===== src/rtl/button_pkg.sv =====
// Shared types and constants for the bouncing push-button stimulus generator.
package button_pkg;

  localparam int unsigned CNT_W     = 24;
  localparam logic [15:0] LFSR_MASK = 16'hB400;

  typedef enum logic [2:0] {
    IDLE       = 3'd0,
    BOUNCE_IN  = 3'd1,
    HOLD       = 3'd2,
    BOUNCE_OUT = 3'd3,
    GAP        = 3'd4
  } state_t;

endpackage


===== src/rtl/lfsr16.sv =====
// Free-running 16-bit Galois LFSR; a zero seed would lock up, so it becomes 1.
module lfsr16
  import button_pkg::*;
#(
  parameter logic [15:0] SEED = 16'hACE1
) (
  input  logic        clk,
  input  logic        rst_n,
  output logic [15:0] value
);

  localparam logic [15:0] SEED_EFF = (SEED == 16'h0000) ? 16'h0001 : SEED;

  always_ff @(posedge clk or negedge rst_n) begin
    if (!rst_n) begin
      value <= SEED_EFF;
    end else if (value[0]) begin
      value <= (value >> 1) ^ LFSR_MASK;
    end else begin
      value <= value >> 1;
    end
  end

endmodule


===== src/rtl/button_press_gen.sv =====
// Turns a one-shot start into an active-low press with pseudo-random contact
// bounce on both edges, a stable hold, and a release gap before done.
module button_press_gen
  import button_pkg::*;
#(
  parameter int unsigned BOUNCE_CYCLES = 250000,
  parameter int unsigned GLITCH_MAX    = 4096,
  parameter int unsigned HOLD_MIN      = 600000,
  parameter logic [15:0] LFSR_SEED     = 16'hACE1
) (
  input  logic             clk,
  input  logic             rst_n,
  input  logic             start,
  input  logic [CNT_W-1:0] hold_cycles,
  input  logic             bounce_en,
  output logic             btn_n,
  output logic             busy,
  output logic             done
);

  localparam logic [CNT_W-1:0] WIN_LEN  = CNT_W'(BOUNCE_CYCLES);
  localparam logic [CNT_W-1:0] HOLD_LEN = CNT_W'(HOLD_MIN);
  localparam logic [15:0]      G_MASK   = 16'(GLITCH_MAX - 1);
  localparam bit               NO_WIN   = (BOUNCE_CYCLES == 0);

  state_t           state, state_d;
  logic             btn_d, busy_d, done_d;
  logic [CNT_W-1:0] win_cnt, win_d;
  logic [CNT_W-1:0] glitch_cnt, glitch_d;
  logic [CNT_W-1:0] hold_cnt, hold_d;
  logic [CNT_W-1:0] hold_eff, hold_eff_d;
  logic             bounce_q, bounce_d;
  logic [15:0]      lfsr;
  logic [CNT_W-1:0] glitch_w;
  logic [CNT_W-1:0] req_eff;

  lfsr16 #(.SEED(LFSR_SEED)) u_lfsr (
    .clk   (clk),
    .rst_n (rst_n),
    .value (lfsr)
  );

  // Glitch width is never zero: 1..GLITCH_MAX.
  assign glitch_w = CNT_W'(lfsr & G_MASK) + CNT_W'(1);
  assign req_eff  = (hold_cycles < HOLD_LEN) ? HOLD_LEN : hold_cycles;

  always_ff @(posedge clk or negedge rst_n) begin
    if (!rst_n) begin
      state      <= IDLE;
      btn_n      <= 1'b1;
      busy       <= 1'b0;
      done       <= 1'b0;
      win_cnt    <= '0;
      glitch_cnt <= '0;
      hold_cnt   <= '0;
      hold_eff   <= '0;
      bounce_q   <= 1'b0;
    end else begin
      state      <= state_d;
      btn_n      <= btn_d;
      busy       <= busy_d;
      done       <= done_d;
      win_cnt    <= win_d;
      glitch_cnt <= glitch_d;
      hold_cnt   <= hold_d;
      hold_eff   <= hold_eff_d;
      bounce_q   <= bounce_d;
    end
  end

  always_comb begin
    state_d    = state;
    btn_d      = btn_n;
    busy_d     = busy;
    done_d     = 1'b0;
    win_d      = win_cnt;
    glitch_d   = glitch_cnt;
    hold_d     = hold_cnt;
    hold_eff_d = hold_eff;
    bounce_d   = bounce_q;
    case (state)
      IDLE: begin
        btn_d = 1'b1;
        // The done cycle still reads as IDLE, so a start there is dropped.
        if (start && !done) begin
          hold_eff_d = req_eff;
          bounce_d   = bounce_en;
          busy_d     = 1'b1;
          btn_d      = 1'b0;
          glitch_d   = glitch_w;
          if (NO_WIN) begin
            state_d = HOLD;
            hold_d  = req_eff;
          end else begin
            state_d = BOUNCE_IN;
            win_d   = WIN_LEN;
          end
        end
      end
      BOUNCE_IN, BOUNCE_OUT: begin
        if (win_cnt <= CNT_W'(1)) begin
          if (state == BOUNCE_IN) begin
            state_d = HOLD;
            btn_d   = 1'b0;
            hold_d  = hold_eff;
          end else begin
            state_d = GAP;
            btn_d   = 1'b1;
            hold_d  = HOLD_LEN;
          end
        end else begin
          win_d = win_cnt - CNT_W'(1);
          if (glitch_cnt <= CNT_W'(1)) begin
            glitch_d = glitch_w;
            if (bounce_q) btn_d = ~btn_n;
          end else begin
            glitch_d = glitch_cnt - CNT_W'(1);
          end
        end
      end
      HOLD: begin
        btn_d = 1'b0;
        if (hold_cnt <= CNT_W'(1)) begin
          btn_d = 1'b1;
          if (NO_WIN) begin
            state_d = GAP;
            hold_d  = HOLD_LEN;
          end else begin
            state_d  = BOUNCE_OUT;
            win_d    = WIN_LEN;
            glitch_d = glitch_w;
          end
        end else begin
          hold_d = hold_cnt - CNT_W'(1);
        end
      end
      GAP: begin
        btn_d = 1'b1;
        if (hold_cnt <= CNT_W'(1)) begin
          state_d = IDLE;
          busy_d  = 1'b0;
          done_d  = 1'b1;
        end else begin
          hold_d = hold_cnt - CNT_W'(1);
        end
      end
      default: begin
        state_d = IDLE;
        btn_d   = 1'b1;
        busy_d  = 1'b0;
      end
    endcase
  end

endmodule

===== config.mk =====
export PLATFORM = sky130hd
export DESIGN_NAME = button_press_gen
export DESIGN_NICKNAME = d
export VERILOG_FILES = /design/src/rtl/button_pkg.sv /design/src/rtl/lfsr16.sv /design/src/rtl/button_press_gen.sv
export SDC_FILE = /design/constraint.sdc
export NUM_CORES = 1
export LEC_CHECK = 0
export CORE_MARGIN = 2
export CORE_UTILIZATION = 30
export CTS_CLUSTER_DIAMETER = 80
export DETAILED_ROUTE_END_ITERATION = 10
export PLACE_DENSITY = 0.55
export RECOVER_POWER = 50
export SLEW_MARGIN = 30
export SYNTH_ARGS = -nofsm -noshare
export SYNTH_HDL_FRONTEND = slang
export SYNTH_SLANG_ARGS = --single-unit

===== constraint.sdc =====
create_clock -name clk -period 2.7 [get_ports clk]
set_clock_uncertainty 0.05 [all_clocks]
set_input_delay 0.54 -clock clk [delete_from_list [all_inputs] [get_ports clk]]
set_output_delay 0.54 -clock clk [all_outputs]
set_load 0.03 [all_outputs]

# Word level (Yosys, flattened, before mapping)
# Index checks and enable logic that the tools add are counted.
# totals
output_inout_bits,3
wordCells,79
reg_bits,119
inputBits,28
# op_classes
order_cmp,4
n_reduce_logical,14
n_mux,32
n_bitwise,3
n_eq_ne,12
add_sub_neg,4
# op_table
cell,count
24-bit two-way mux,11
24-bit one-hot mux with 3 select lines,2
24-bit by 1-bit less-or-equal comparator with 1-bit output (second input constant),3
24-bit by 1-bit subtractor with 24-bit output (second input constant),3
24-bit one-hot mux with 2 select lines,1
24-bit by 20-bit less-than comparator with 1-bit output (second input constant),1
16-bit two-way mux,1
3-bit two-way mux,5
12-bit by 1-bit adder with 13-bit output (second input constant),1
2-bit inequality test (second input constant),6
3-bit one-hot mux with 4 select lines,1
1-bit two-way mux,9
4-bit AND reduction,2
3-bit by 2-bit == test with 1-bit output (second input constant),2
3-bit inequality test (second input constant),2
1-bit one-hot mux with 3 select lines,2
3-bit AND reduction,2
3-bit inverter with 4-bit output,1
2-bit AND reduction,2
2-bit OR reduction,2
3-bit by 1-bit == test with 1-bit output (second input constant),1
3-bit == test (second input constant),1
3-bit zero test,1
3-bit nonzero test,1
other kinds (5),6

# Longest topological paths before layout
# depth
word_depth,5
ltp_mapped,10
depth_no_buf,9

# Cells and area by module
# From an unflattened synthesis, not the netlist that was laid out.
# hier_totals
hier_cells,761
hier_area_um2,6884.1
# by_module_without_submodules
module,n_inst,cells_each,seq_area_each_um2,area_per_inst_um2
button_press_gen,1,742,2578.7,6447.4
lfsr16,1,19,410.4,436.7

# Least setup slack after synthesis
# OpenSTA, ideal clock, no wires.
# synth_path
kind,reg2reg
startpoint,register win_cnt[9]
endpoint,register win_cnt[4]
required_time_ns,2.532
path_buffers,1
synth_period_minus_slack_ns,2.533
slack_ns,0.167
arrival_time_ns,2.365
setup_ns,0.118
stages_incl_launch_ff,9
path_cell_list,dfrtp_1 > or4_1 > clkbuf_1 > or4_1 > nor2_2 > a21o_2 > inv_1 > a31o_2 > a21o_1
# synth_between
elab_chain_len,3
# synth_rtl
element,line_no,source
from (decl),button_press_gen.sv:28,"logic [CNT_W-1:0] win_cnt, win_d;"
from (signal assigned),button_press_gen.sv:63,win_cnt <= win_d;
24-bit by 1-bit less-or-equal comparator with 1-bit output,button_press_gen.sv:101,if (win_cnt <= CNT_W'(1)) begin
2-bit inequality test (no line),-,
4-bit AND reduction (no line),-,
# Every way passes these cells.
# A chain may end at the register's enable or synchronous reset.

# Worst setup path after layout
# layout_path
startpoint,register hold_cnt[5]
endpoint,register win_cnt[11]
# layout_between
elab_chain_len,3
# layout_rtl
element,line_no,source
from (decl),button_press_gen.sv:30,"logic [CNT_W-1:0] hold_cnt, hold_d;"
from (signal assigned),button_press_gen.sv:65,hold_cnt <= hold_d;
24-bit by 1-bit less-or-equal comparator with 1-bit output,button_press_gen.sv:123,if (hold_cnt <= CNT_W'(1)) begin
2-bit inequality test (no line),-,
4-bit AND reduction (no line),-,
# Every way passes these cells.

==> summary.md <==
| Metric | Value |
|---|---|
| Worst Setup Start Kind | `flip-flop` |
| Max frequency | `380 MHz` |
| Residual DRC count | `0` |
| GRT busiest layer | `met2` |
| Clk pin slew, worst setup/hold paths | `0.06 ns` |
| Synthesized-area fraction occupied by adder cells | `1.38%` |
| Worst Path Arrival | `2.94 ns` |
| Failing checks | `max-capacitance violations, max-slew violations` |
| Ys Warns | `0` |
| Clock Latency Late Sink | `0.43 ns` |
| Worst Path Max Fanout | `35` |
| Layout cells sized above 1 | `16.9%` |
| Worst r2r src | `hold_cnt[5]` |
| Fin util | `between 30% and 40%` |
| Simple-gate share of the synthesized area | `a little under a quarter` |
| Dpl hpwl | `11600 um` |
| Gpl congestion | `0.824` |
| Number of nets in the layout | `840` |
| R2R cell count | `8` |
| Final setup viols | `0` |
| Floorplan row count | `53` |
| Core area | `20900 um2` |
| R2r endpoint | `win_cnt[11]` |
| Vias | `5670` |
| Post-synthesis compound-gate area fraction | `22.5%` |
| Number of port buffers | `30` |
| Final-layout fill cell count | `approximately 2100` |
| WS Path Type | `reg2reg` |
| Initial antenna violation count | `0` |
| Die Width | `149 um` |
| Total congestion overflow | `0` |
| Maximum vdd drop | `433 uV` |
| CTS root buf | `clkbuf_16` |
| XOR/XNOR Fraction of Synth Area | `between 2 and 2.5%` |
| Yosys reg bits | `119` |
| R2R setup slack | `between 0.07 and 0.08 ns` |
| Pwr per Cell Area | `521 nW/um2` |
| Relative slew slack | `-52.1%` |
| Fin crit period | `about 2.6 ns` |
| Total Wirelength | `16700 um` |
| Diodes inserted | `0` |
| Hold Fails Final Rpt | `0` |
| Routing usage on met2 | `roughly 25%` |
| CTS tree | `done` |
| Seq/Total Area, Yosys | `47.1%` |
| Worst hold path type | `reg2reg` |
| CTS Buf Count | `17` |
| Clk buf depth | `2` |
| Hold Path Sink | `u_lfsr.value[11]` |
| Multi-input logic area | `3150 um2` |
| Worst slew pin tran | `roughly 2.3 ns` |
| Met1 GRT Util | `22.3%` |
| HP Start | `u_lfsr.value[12]` |
| Mux share of post-synthesis cell area | `0%` |
| Critical Path, Cell by Cell | `or4_4, nor4_4, nand4b_4, a21o_4, buf_12, buf_6, or3_1, a21oi_2` |
| Status | `finished with violations` |
| Max Cap Viol | `1` |
| Initial Util | `30.4%` |
| Largest stage delay on the critical path | `0.57 ns` |
| Predominant post-synthesis flop cell | `dfrtp_1` |
| Hold path depth | `0` |
| GRT met3 Usage | `around 3.5%` |
| Mean Syn Cell Area | `8.88 um2` |
| Tcrit/Tclk final | `97.4%` |
| Largest family of logic cells by synthesized area | `simple AND/OR/NAND/NOR gates` |
| Clock sinks | `119` |
| Antenna viol nets, final | `0` |
| First DRT Iteration DRCs | `388` |
| Pin count of the biggest net entering global routing | `45` |
| DIE HEIGHT | `149 um` |
| Crit end category | `flip-flop` |
| Wire per inst | `~15 um` |
| Vias per cell | `5.19` |
| IO Count | `31` |
| DRT Pass-1 Iters | `4` |
| Worst path top cell family by delay | `simple AND/OR/NAND/NOR gates` |
| First-pass GRT wire length | `28600 um` |
| # H-tree levels | `4` |
| Syn_nets | `750` |
| Syn Inst Count | `715` |
| Synth async-reset ratio | `between 90% and 100%` |
| Buf+Inv Stages, Crit Path | `2` |
| Number of unique standard cell types used by synthesis | `around 70` |
| Syn-to-layout area delta | `27.9%` |
| GRT Overall Usage | `16.1%` |
| Cell area after synthesis | `6350 um2` |
| Vias in the first global route | `approximately 5500` |
| Fin. max-slew vios | `36` |
| Data required, critical path | `3.01 ns` |
| Hold WS | `0.303 ns` |
| EDFF count, synth | `0` |
| Slowest cell on crit path | `or4_4` |
| Die area | `22300 um2` |
| Area occupied by registers | `2990 um2` |
| Standby leakage power | `3.34 nW` |
cells in the mapped netlist (5+ instances only):
cell      count  area (um2)
inv_1        19        71.3
or4_1        18         135
ha_1          7        87.6
o41ai_1       5        43.8
a32oi_1       7        61.3
o21ai_0      67         335
buf_2         8        40.0
nand2_1      85         319
nand3_1      22         110
xor2_1        7        61.3
a22oi_1       7        52.6
nand4_1       5        31.3
nor4_1       11        68.8
xnor2_1      10        87.6
dfstp_2       9         236
or3_1        15        93.8
nand2b_1      5        31.3
o21ai_1       9        45.0
clkbuf_1     25        93.8
o22ai_1       7        43.8
dfrtp_1     110        2750
nor3_1       28         140
a21oi_1      62         310
o22a_1        5        43.8
a31oi_1      11        68.8
o31ai_1       6        45.0
nor2_1       67         251
worst register-to-register path, stage by stage (launching register included):
cell and delay, ns:
dfrtp_1 0.39, or4_4 0.57, nor4_4 0.35, nand4b_4 0.15, a21o_4 0.25, buf_12 0.16
buf_6 0.16, or3_1 0.36, a21oi_2 0.13
routing by layer:
metal / routed length (um) / part of all wire [%]
met4: 251 / 1.5
met2: 7690 / 46
met3: 629 / 3.8
met1: 8160 / 49
met5: 0 / 0
report_power, final:
group	switching, W	leakage [nW]	internal [W]
Sequential	0.0000125	1.45	0.00180
Combinational	0.0000615	1.61	0.0000602
Clock	0.000917	0.281	0.00138
area by class of cell:
cell class,instances,area share [%]
Clock buffer,17,5.24
Clock inverter,15,2.10
Inverter,19,0.878
Multi-Input combinational cell,539,38.8
Sequential cell,119,36.8
Tap cell,275,4.24
Timing Repair Buffer,109,11.9
cell families (layout without fill, tap and decap cells):
logic type,Yosys count,in the layout
AO/OA/AOI/OAI,228,228
XOR/XNOR,17,17
adder cells (fa/ha/maj),7,7
buffers and inverters,57,160
flip-flops,119,119
AND/OR/NAND/NOR,287,287
what timing repair did:
item,CTS,global route
setup endpoints to repair,0,27
setup buffers,0,3
endpoints found under the hold margin,0,0
hold buffers,0,0
gates resized for setup,0,8
stage by stage:
step | cells | TNS, ns | setup slack (ns) | area, um2 | power, W
floorplan | 715 | 0 | 0.167 | 6350 | 0.00187
global placement | 1058 | -0.325 | -0.0280 | 7470 | 0.00197
detailed placement | 1058 | -0.724 | -0.0517 | 7470 | 0.00197
CTS | 1090 | 0 | 0.0376 | 8060 | 0.00427
global route | 1093 | -0.0291 | -0.00979 | 8120 | 0.00437
finish | 1093 | 0 | 0.0707 | 8120 | 0.00423
how the worst max path moves through the flow:
stage / start / end / slack, ns / depth (start not counted)
after floorplan: win_cnt[9] / win_cnt[4] / 0.17 / 8
after global placement: hold_cycles[9] / hold_eff[15] / -0.03 / 8
after detailed placement: hold_cycles[9] / hold_eff[5] / -0.05 / 8
after CTS: hold_cnt[8] / win_cnt[11] / 0.04 / 8
after global routing: hold_cnt[5] / glitch_cnt[7] / -0.01 / 8
final: hold_cnt[5] / win_cnt[11] / 0.07 / 8
registers in the layout, indices dropped and copies added (netlist names):
name / count
done: 1
hold_cnt: 24
busy: 1
win_cnt: 24
state: 3
btn_n: 1
bounce_q: 1
hold_eff: 24
u_lfsr.value: 16
glitch_cnt: 24
placed cells by master (no fill, tap or decap), drive strengths merged, types with 7 or more instances in the layout:
cell,Yosys,layout
dfrtp,110,110
nand2,85,85
buf,13,79
o21ai,76,76
nor2,68,68
a21oi,62,62
clkdlybuf4s50,0,29
nor3,29,29
inv,19,23
nand3,22,22
or4,20,20
clkbuf,25,18
or3,15,15
nor4,12,12
a31oi,11,11
xnor2,10,10
dfstp,9,9
o22ai,8,8
xor2,7,7
a32oi,7,7
ha,7,7
a22oi,7,7
o31ai,7,7
Note: power is estimated with default switching activity, not from simulation.
